[src/rtl/mmio_uart_pkg.sv]
// Shared types and constants for the MMIO UART transmitter.
// Define MMIO_UART_PARITY_EN to add an even-parity bit to every frame.
package mmio_uart_pkg;

  localparam logic [31:0] TX_DATA_OFS = 32'd0;
  localparam logic [31:0] STATUS_OFS  = 32'd4;

  // Bit positions inside the STATUS word
  localparam int ST_BUSY      = 0;
  localparam int ST_NOT_EMPTY = 1;
  localparam int ST_FULL      = 2;
  localparam int ST_OVERFLOW  = 3;

`ifdef MMIO_UART_PARITY_EN
  typedef enum logic [2:0] {
    IDLE,
    START,
    DATA,
    PARITY,
    STOP
  } tx_state_t;
`else
  typedef enum logic [1:0] {
    IDLE,
    START,
    DATA,
    STOP
  } tx_state_t;
`endif

  function automatic logic even_parity(input logic [7:0] b);
    return ^b;
  endfunction

endpackage

[src/rtl/mmio_uart_tx_sync_fifo.sv]
// Single-clock FIFO with registered pointers; an extra pointer MSB separates full from empty.
// A push while full is accepted only when a pop frees the head in the same cycle.
module sync_fifo #(
  parameter int WIDTH = 8,
  parameter int DEPTH = 8
) (
  input  logic             clk,
  input  logic             reset,
  input  logic             push,
  input  logic             pop,
  input  logic [WIDTH-1:0] din,
  output logic [WIDTH-1:0] dout,
  output logic             full,
  output logic             empty
);

  localparam int AW = $clog2(DEPTH);

  logic [AW:0]      wr_ptr_q, wr_ptr_d;
  logic [AW:0]      rd_ptr_q, rd_ptr_d;
  logic [WIDTH-1:0] mem_q [DEPTH];
  logic             do_push;
  logic             do_pop;

  assign empty   = (wr_ptr_q == rd_ptr_q);
  assign full    = (wr_ptr_q[AW] != rd_ptr_q[AW]) &&
                   (wr_ptr_q[AW-1:0] == rd_ptr_q[AW-1:0]);
  assign do_pop  = pop && !empty;
  assign do_push = push && (!full || do_pop);
  assign dout    = mem_q[rd_ptr_q[AW-1:0]];

  always_comb begin
    wr_ptr_d = wr_ptr_q;
    rd_ptr_d = rd_ptr_q;
    if (do_push) wr_ptr_d = wr_ptr_q + 1'b1;
    if (do_pop)  rd_ptr_d = rd_ptr_q + 1'b1;
  end

  always_ff @(posedge clk or posedge reset) begin
    if (reset) begin
      wr_ptr_q <= '0;
      rd_ptr_q <= '0;
    end else begin
      wr_ptr_q <= wr_ptr_d;
      rd_ptr_q <= rd_ptr_d;
    end
  end

  // NOTE: storage has no reset; the pointers alone define which entries are valid.
  always_ff @(posedge clk) begin
    if (do_push) mem_q[wr_ptr_q[AW-1:0]] <= din;
  end

endmodule

[src/rtl/mmio_uart_tx.sv]
// Memory-mapped UART transmitter: TX_DATA store enqueues a byte, STATUS reads/clears flags.
// Define MMIO_UART_PARITY_EN to insert an even-parity bit between data and stop.
module mmio_uart_tx
  import mmio_uart_pkg::*;
#(
  parameter logic [31:0] BASE_ADDR    = 32'h0000_0100,
  parameter int          CLKS_PER_BIT = 16,
  parameter int          FIFO_DEPTH   = 8
) (
  input  logic        clk,
  input  logic        reset,
  input  logic        MemWrite,
  input  logic [31:0] DataAdr,
  input  logic [31:0] WriteData,
  output logic [31:0] ReadData,
  output logic        Hit,
  output logic        tx
);

  localparam int                BAUD_W    = $clog2(CLKS_PER_BIT);
  localparam logic [BAUD_W-1:0] BAUD_LAST = BAUD_W'(CLKS_PER_BIT - 1);

  tx_state_t         state_q, state_d;
  logic [BAUD_W-1:0] baud_q, baud_d;
  logic [2:0]        bit_q, bit_d;
  logic [7:0]        shift_q, shift_d;
  logic              tx_q, tx_d;
  logic              overflow_q, overflow_d;

  logic              tx_sel, stat_sel;
  logic              push, pop;
  logic              fifo_full, fifo_empty;
  logic [7:0]        fifo_dout;
  logic              busy;
  logic              baud_last;
  logic [31:0]       status;
  logic              unused_wdata;

  // Only the low byte of a TX_DATA store is transmitted
  assign unused_wdata = ^WriteData[31:8];

  assign Hit       = (DataAdr - BASE_ADDR) < 32'd8;
  assign tx_sel    = (DataAdr == BASE_ADDR + TX_DATA_OFS);
  assign stat_sel  = (DataAdr == BASE_ADDR + STATUS_OFS);
  assign push      = MemWrite && tx_sel;
  assign busy      = (state_q != IDLE);
  assign baud_last = (baud_q == BAUD_LAST);
  assign tx        = tx_q;

  sync_fifo #(
    .WIDTH (8),
    .DEPTH (FIFO_DEPTH)
  ) u_fifo (
    .clk   (clk),
    .reset (reset),
    .push  (push),
    .pop   (pop),
    .din   (WriteData[7:0]),
    .dout  (fifo_dout),
    .full  (fifo_full),
    .empty (fifo_empty)
  );

  always_comb begin
    status               = '0;
    status[ST_BUSY]      = busy;
    status[ST_NOT_EMPTY] = !fifo_empty;
    status[ST_FULL]      = fifo_full;
    status[ST_OVERFLOW]  = overflow_q;
    ReadData             = stat_sel ? status : 32'b0;
  end

  // A dropped byte is a push into a full FIFO that no pop relieves this cycle
  always_comb begin
    overflow_d = overflow_q;
    if (MemWrite && stat_sel)
      overflow_d = 1'b0;
    else if (push && fifo_full && !pop)
      overflow_d = 1'b1;
  end

`ifdef MMIO_UART_PARITY_EN
  logic parity_q, parity_d;

  always_comb begin
    parity_d = parity_q;
    if (pop) parity_d = even_parity(fifo_dout);
  end

  always_ff @(posedge clk or posedge reset) begin
    if (reset) parity_q <= 1'b0;
    else       parity_q <= parity_d;
  end
`endif

  // NOTE: every always_comb output gets a default first so no path can infer a latch.
  always_comb begin
    state_d = state_q;
    baud_d  = baud_q;
    bit_d   = bit_q;
    shift_d = shift_q;
    pop     = 1'b0;
    tx_d    = 1'b1;

    // The line is a registered image of the current state, one cycle behind it
    case (state_q)
      START:   tx_d = 1'b0;
      DATA:    tx_d = shift_q[0];
`ifdef MMIO_UART_PARITY_EN
      PARITY:  tx_d = parity_q;
`endif
      default: tx_d = 1'b1;
    endcase

    case (state_q)
      IDLE: begin
        baud_d = '0;
        bit_d  = '0;
        if (!fifo_empty) begin
          pop     = 1'b1;
          shift_d = fifo_dout;
          state_d = START;
        end
      end
      START: begin
        baud_d = baud_q + 1'b1;
        if (baud_last) begin
          baud_d  = '0;
          state_d = DATA;
        end
      end
      DATA: begin
        baud_d = baud_q + 1'b1;
        if (baud_last) begin
          baud_d  = '0;
          shift_d = {1'b0, shift_q[7:1]};
          bit_d   = bit_q + 1'b1;
          if (bit_q == 3'd7) begin
            bit_d = '0;
`ifdef MMIO_UART_PARITY_EN
            state_d = PARITY;
`else
            state_d = STOP;
`endif
          end
        end
      end
`ifdef MMIO_UART_PARITY_EN
      PARITY: begin
        baud_d = baud_q + 1'b1;
        if (baud_last) begin
          baud_d  = '0;
          state_d = STOP;
        end
      end
`endif
      STOP: begin
        baud_d = baud_q + 1'b1;
        if (baud_last) begin
          baud_d  = '0;
          state_d = IDLE;
        end
      end
      default: state_d = IDLE;
    endcase
  end

  // NOTE: sequential state uses non-blocking assignments so all flops update together.
  always_ff @(posedge clk or posedge reset) begin
    if (reset) begin
      state_q    <= IDLE;
      baud_q     <= '0;
      bit_q      <= '0;
      shift_q    <= '0;
      tx_q       <= 1'b1;
      overflow_q <= 1'b0;
    end else begin
      state_q    <= state_d;
      baud_q     <= baud_d;
      bit_q      <= bit_d;
      shift_q    <= shift_d;
      tx_q       <= tx_d;
      overflow_q <= overflow_d;
    end
  end

endmodule

[config.mk]
export PLATFORM = sky130hd
export DESIGN_NAME = mmio_uart_tx
export DESIGN_NICKNAME = d
export VERILOG_FILES = /design/src/rtl/mmio_uart_pkg.sv /design/src/rtl/mmio_uart_tx_sync_fifo.sv /design/src/rtl/mmio_uart_tx.sv
export SDC_FILE = /design/constraint.sdc
export NUM_CORES = 1
export LEC_CHECK = 0
export CORE_MARGIN = 1.5
export CORE_UTILIZATION = 30
export DETAILED_ROUTE_END_ITERATION = 8
export GPL_ROUTABILITY_DRIVEN = 0
export PLACE_DENSITY = 0.62
export SLEW_MARGIN = 5
export SYNTH_ARGS = -nofsm -noshare
export SYNTH_HDL_FRONTEND = slang
export SYNTH_HIERARCHICAL = 1
export SYNTH_SLANG_ARGS = --single-unit
[constraint.sdc]
create_clock -name clk -period 5.2 [get_ports clk]
set_input_delay 1.04 -clock clk [delete_from_list [all_inputs] [get_ports clk]]
set_output_delay 1.04 -clock clk [all_outputs]
set_load 0.005 [all_outputs]
==> results of run 1 <==
[placed cells by master (no fill, tap or decap), types with 3 or more instances in the layout]
cell type	netlist	layout
a21o_1	4	4
a21oi_1	7	7
a22o_1	3	3
a22oi_1	3	3
buf_4	28	10
clkbuf_16	0	9
clkdlybuf4s50_1	0	48
conb_1	1	28
dfrtp_1	26	26
edfxtp_1	64	64
ha_1	9	9
inv_1	8	8
inv_6	0	4
mux2_4	8	8
mux2i_1	8	8
mux4_1	8	8
mux4_2	8	8
nand2_1	14	14
nand3_1	4	4
nand4_1	4	4
nor2_1	18	18
nor3_1	9	9
nor4_1	7	7
xnor2_1	6	6
xnor2_2	3	3
[state kept, by name (all words and copies together) (netlist names)]
| name | cells |
|---|---|
| bit_q | 3 |
| shift_q | 8 |
| baud_q | 4 |
| state_q | 2 |
| tx | 1 |
| u_fifo/wr_ptr_q | 4 |
| overflow_q | 1 |
| u_fifo/mem_q | 64 |
| u_fifo/rd_ptr_q | 4 |
[path summary, 6_finish.rpt]
kind                                                 from                             end
hold reg to reg                    shift_q[0]$_DFFE_PP0P_                    tx$_DFF_PP1_
max in group asynchronous                           reset            bit_q[2]$_DFFE_PP0P_
hold / removal                     shift_q[0]$_DFFE_PP0P_                    tx$_DFF_PP1_
setup / recovery                              DataAdr[11]                     ReadData[0]
min in group asynchronous                           reset  u_fifo/wr_ptr_q[1]$_DFFE_PP0P_
setup reg to reg           u_fifo/rd_ptr_q[1]$_DFFE_PP0P_    u_fifo/mem_q[0][5]$_DFFE_PP_
[through the flow]
stage / power [µW] / hold slack [ns] / util, % / cell area, µm² / std cells
global placement: 851 / 0.478 / 34.8 / 5090 / 537
CTS: 1470 / 0.496 / 36.7 / 5380 / 553
global route: 1500 / 0.524 / 36.7 / 5380 / 553
finish: 1450 / 0.491 / 36.7 / 5380 / 553
detailed placement: 853 / 0.486 / 34.8 / 5090 / 537
floorplan: 826 / 0.460 / - / 4630 / 338
[cell type report]
cell class	instances	area [µm²]	share of cell area, %
multi-input combinational	196	1680	31.3
clock inverter	7	56.3	1.05
inverter	8	30.0	0.559
sequential	91	2600	48.3
timing repair buffer	58	556	10.3
clock buffer	9	225	4.19
tap	184	230	4.28
[cell families (layout without fill, tap and decap cells)]
kind of cell               count (synthesis)  count (layout)
adders and majority gates                  9               9
other                                      1              28
and+or+nand+nor                           82              82
muxes                                     35              35
DFF                                       91              91
AOI/OAI and AO/OA                         32              32
buffers and inverters                     51              82
xor gates and xnor gates                  10              10
[power groups by stage]
stage	registers, µW	clock network (µW)	logic [µW]
6_report	781	610	56.5
5_1_grt	781	661	63.1
2_1_floorplan	796	0	29.8
3_5_place_dp	796	0	56.7
3_3_place_gp	796	0	55.1
4_1_cts	781	629	56.9
[worst reg2reg max path: cells and delay by family (launching register included)]
| family | cells | cell delay, ns |
|---|---|---|
| xor+xnor | 1 | 0.15 |
| buf+inv | 1 | 0.24 |
| flops | 1 | 0.93 |
| simple gates | 5 | 1.71 |
[layer usage]
layer / wire length (µm) / global-route usage (%) / vias to the layer above
met5: 0 / 0 / -
met4: 89 / 3.45 / 0
met2: 4240 / 19.4 / 47
met1: 3600 / 13.2 / 1271
met3: 207 / 2.42 / 9
li1: - / - / 1240
==> impl_metrics.py, run 1 <==
metrics = {
    "status": {
        "status": "finished with violations",
        "violations": "DRC",
    },
    "route": {
        "routed_wl_um": 8140,
        "drc": 2,
        "drt_iter0_drc": 156,
        "antenna_left": 0,
        "avgRoutedWirePerCell_um": 14.7,
        "vias": 2567,
        "drt_pass1_iterations": 8,
        "vias_per_cell": 4.64,
    },
    "critical_path": {
        "cp-start-kind": "primary input",
        "critPathBufInv": 2,
        "path_cells": "clkdlybuf4s50_1 -> or4_4 -> nor4_1 -> and4_1 -> and2b_1 -> clkdlybuf4s50_1",
        "r2r_setup_slack_ns": 1.87,
        "cp_top_family": "simple AND/OR/NAND/NOR gates",
        "cpMaxStageDelayCell": "or4_4",
        "worstSetupPathType": "primary input to primary output",
        "cp_common_cell": "clkdlybuf4s50_1",
        "slowest_delay_ns": 0.54,
        "path_max_fanout": 5,
        "crit_cells": 6,
        "required_ns": 4.16,
        "r2r_cells": 7,
        "worstPathArrival_ns": 3.41,
        "worstSetupEndpointType": "primary output",
    },
    "synth": {
        "synth-xor-area-share_pct": 2.43,
        "synth-main-ff-cell": "edfxtp_1",
        "async_flop_share_pct": 29.7,
        "yosysSeqAreaShare_pct": 57.4,
        "synth_seq_cells": 91,
        "syn-cell-area_mm2": 0.00453,
        "synth_compound_area_share_pct": 5.75,
        "synthMuxAreaShare_pct": 13.8,
        "yosysWarnings": 6,
        "avgSynthCellArea_um2": 14.6,
        "synth_edf_count": 64,
        "synthCells": 311,
        "synthTopCellsByCount": "edfxtp_1 (64), buf_4 (28), dfrtp_1 (26)",
        "synth_top_area_share_pct": 42.5,
        "synth.most_common_cell": "edfxtp_1",
        "synth_cell_type_count": 62,
        "synth_area_leaders": "edfxtp_1 (42%), dfrtp_1 (14%), buf_4 (4.6%)",
        "yosysTopAreaCell": "edfxtp_1",
        "synth_top_family_by_area": "multiplexers",
        "synthSimpleGateAreaFrac_pct": 10.3,
        "synth_fa_ha_area_share_pct": 2.49,
    },
    "die": {
        "io_pins": 101,
        "die_x_um": 126,
        "dieHeight_um": 126,
        "rows": 44,
        "core_area_mm2": 0.0146,
        "initial_core_util_pct": 30.9,
        "dieArea_mm2": 0.0158,
    },
    "job": {
        "drv_cap": 0,
    },
    "global_route": {
        "grt_pass1_vias": 2618,
        "grt-ovfl-total": 0,
        "grt_max_degree": 21,
        "grtUsageTotal_pct": 10.9,
        "grt_first_pass_wirelength_um": 13500,
        "antenna_found_initial": 0,
    },
    "timing": {
        "fin_tns_setup_ns": 0,
        "max_freq_mhz": 225,
        "grt_setup_unrepaired": "no",
        "slew_headroom_pct": 23.6,
        "finClkSkew_ns": 0.00588,
        "hold_violations": 0,
        "setup_ws_ns": 0.748,
        "setup_viol": 0,
        "slew_violations": 0,
        "tightestPinTransition_ns": 1.15,
        "period_minus_slack_ns": 4.45,
        "timing.final.crit_share_pct": 85.6,
    },
    "power_and_ir_drop": {
        "cellLeakagePower_uw": 0.00199,
        "p_int_uw": 1140,
        "power.switching_uw": 304,
        "power_frac_clock_pct": 42.1,
        "power.density_mw_per_mm2": 269,
        "combPwrFrac_pct": 3.9,
        "swShare_pct": 21.0,
        "p_seq_share_pct": 54.0,
        "irDropWorstVdd_mv": 0.188,
    },
    "placed_design": {
        "port_buffers": 48,
        "place_worst_setup_slack_ns": 0.738,
        "dp_hpwl_um": 5690,
    },
    "clocking": {
        "clk_path_buf_depth": 2,
        "cts_sinks": 91,
        "cts_hold_buf": 0,
        "cts_root_buffer": "clkbuf_16",
        "cts.htree.levels": 3,
        "tritoncts": "done",
        "cts-resized-gates": 0,
        "cts.clk_slew.worst_paths_ns": 0.06,
        "post_cts_buffers": 0,
        "clkLatencyLatePin_ns": 0.34,
        "cts_made_buffers": 9,
    },
    "layout": {
        "nFillCells": 1375,
        "syn2layout_area_growth_pct": 18.8,
        "antenna_cells": 0,
        "final_layout_size_suffix_gt1_share_pct": 15.7,
        "nNetsFinal": 440,
    },
    "hold_path": {
        "holdPathStages": 2,
        "min_path_type": "flop to flop",
    },
}
(Power assumes the default switching activity.)
==> run 2, diff against run 1 <==
- SKIP_LAST_GASP: default -> 1
==> results of run 2 <==
Final layout, timing and power as in run 1 (identical DEF).
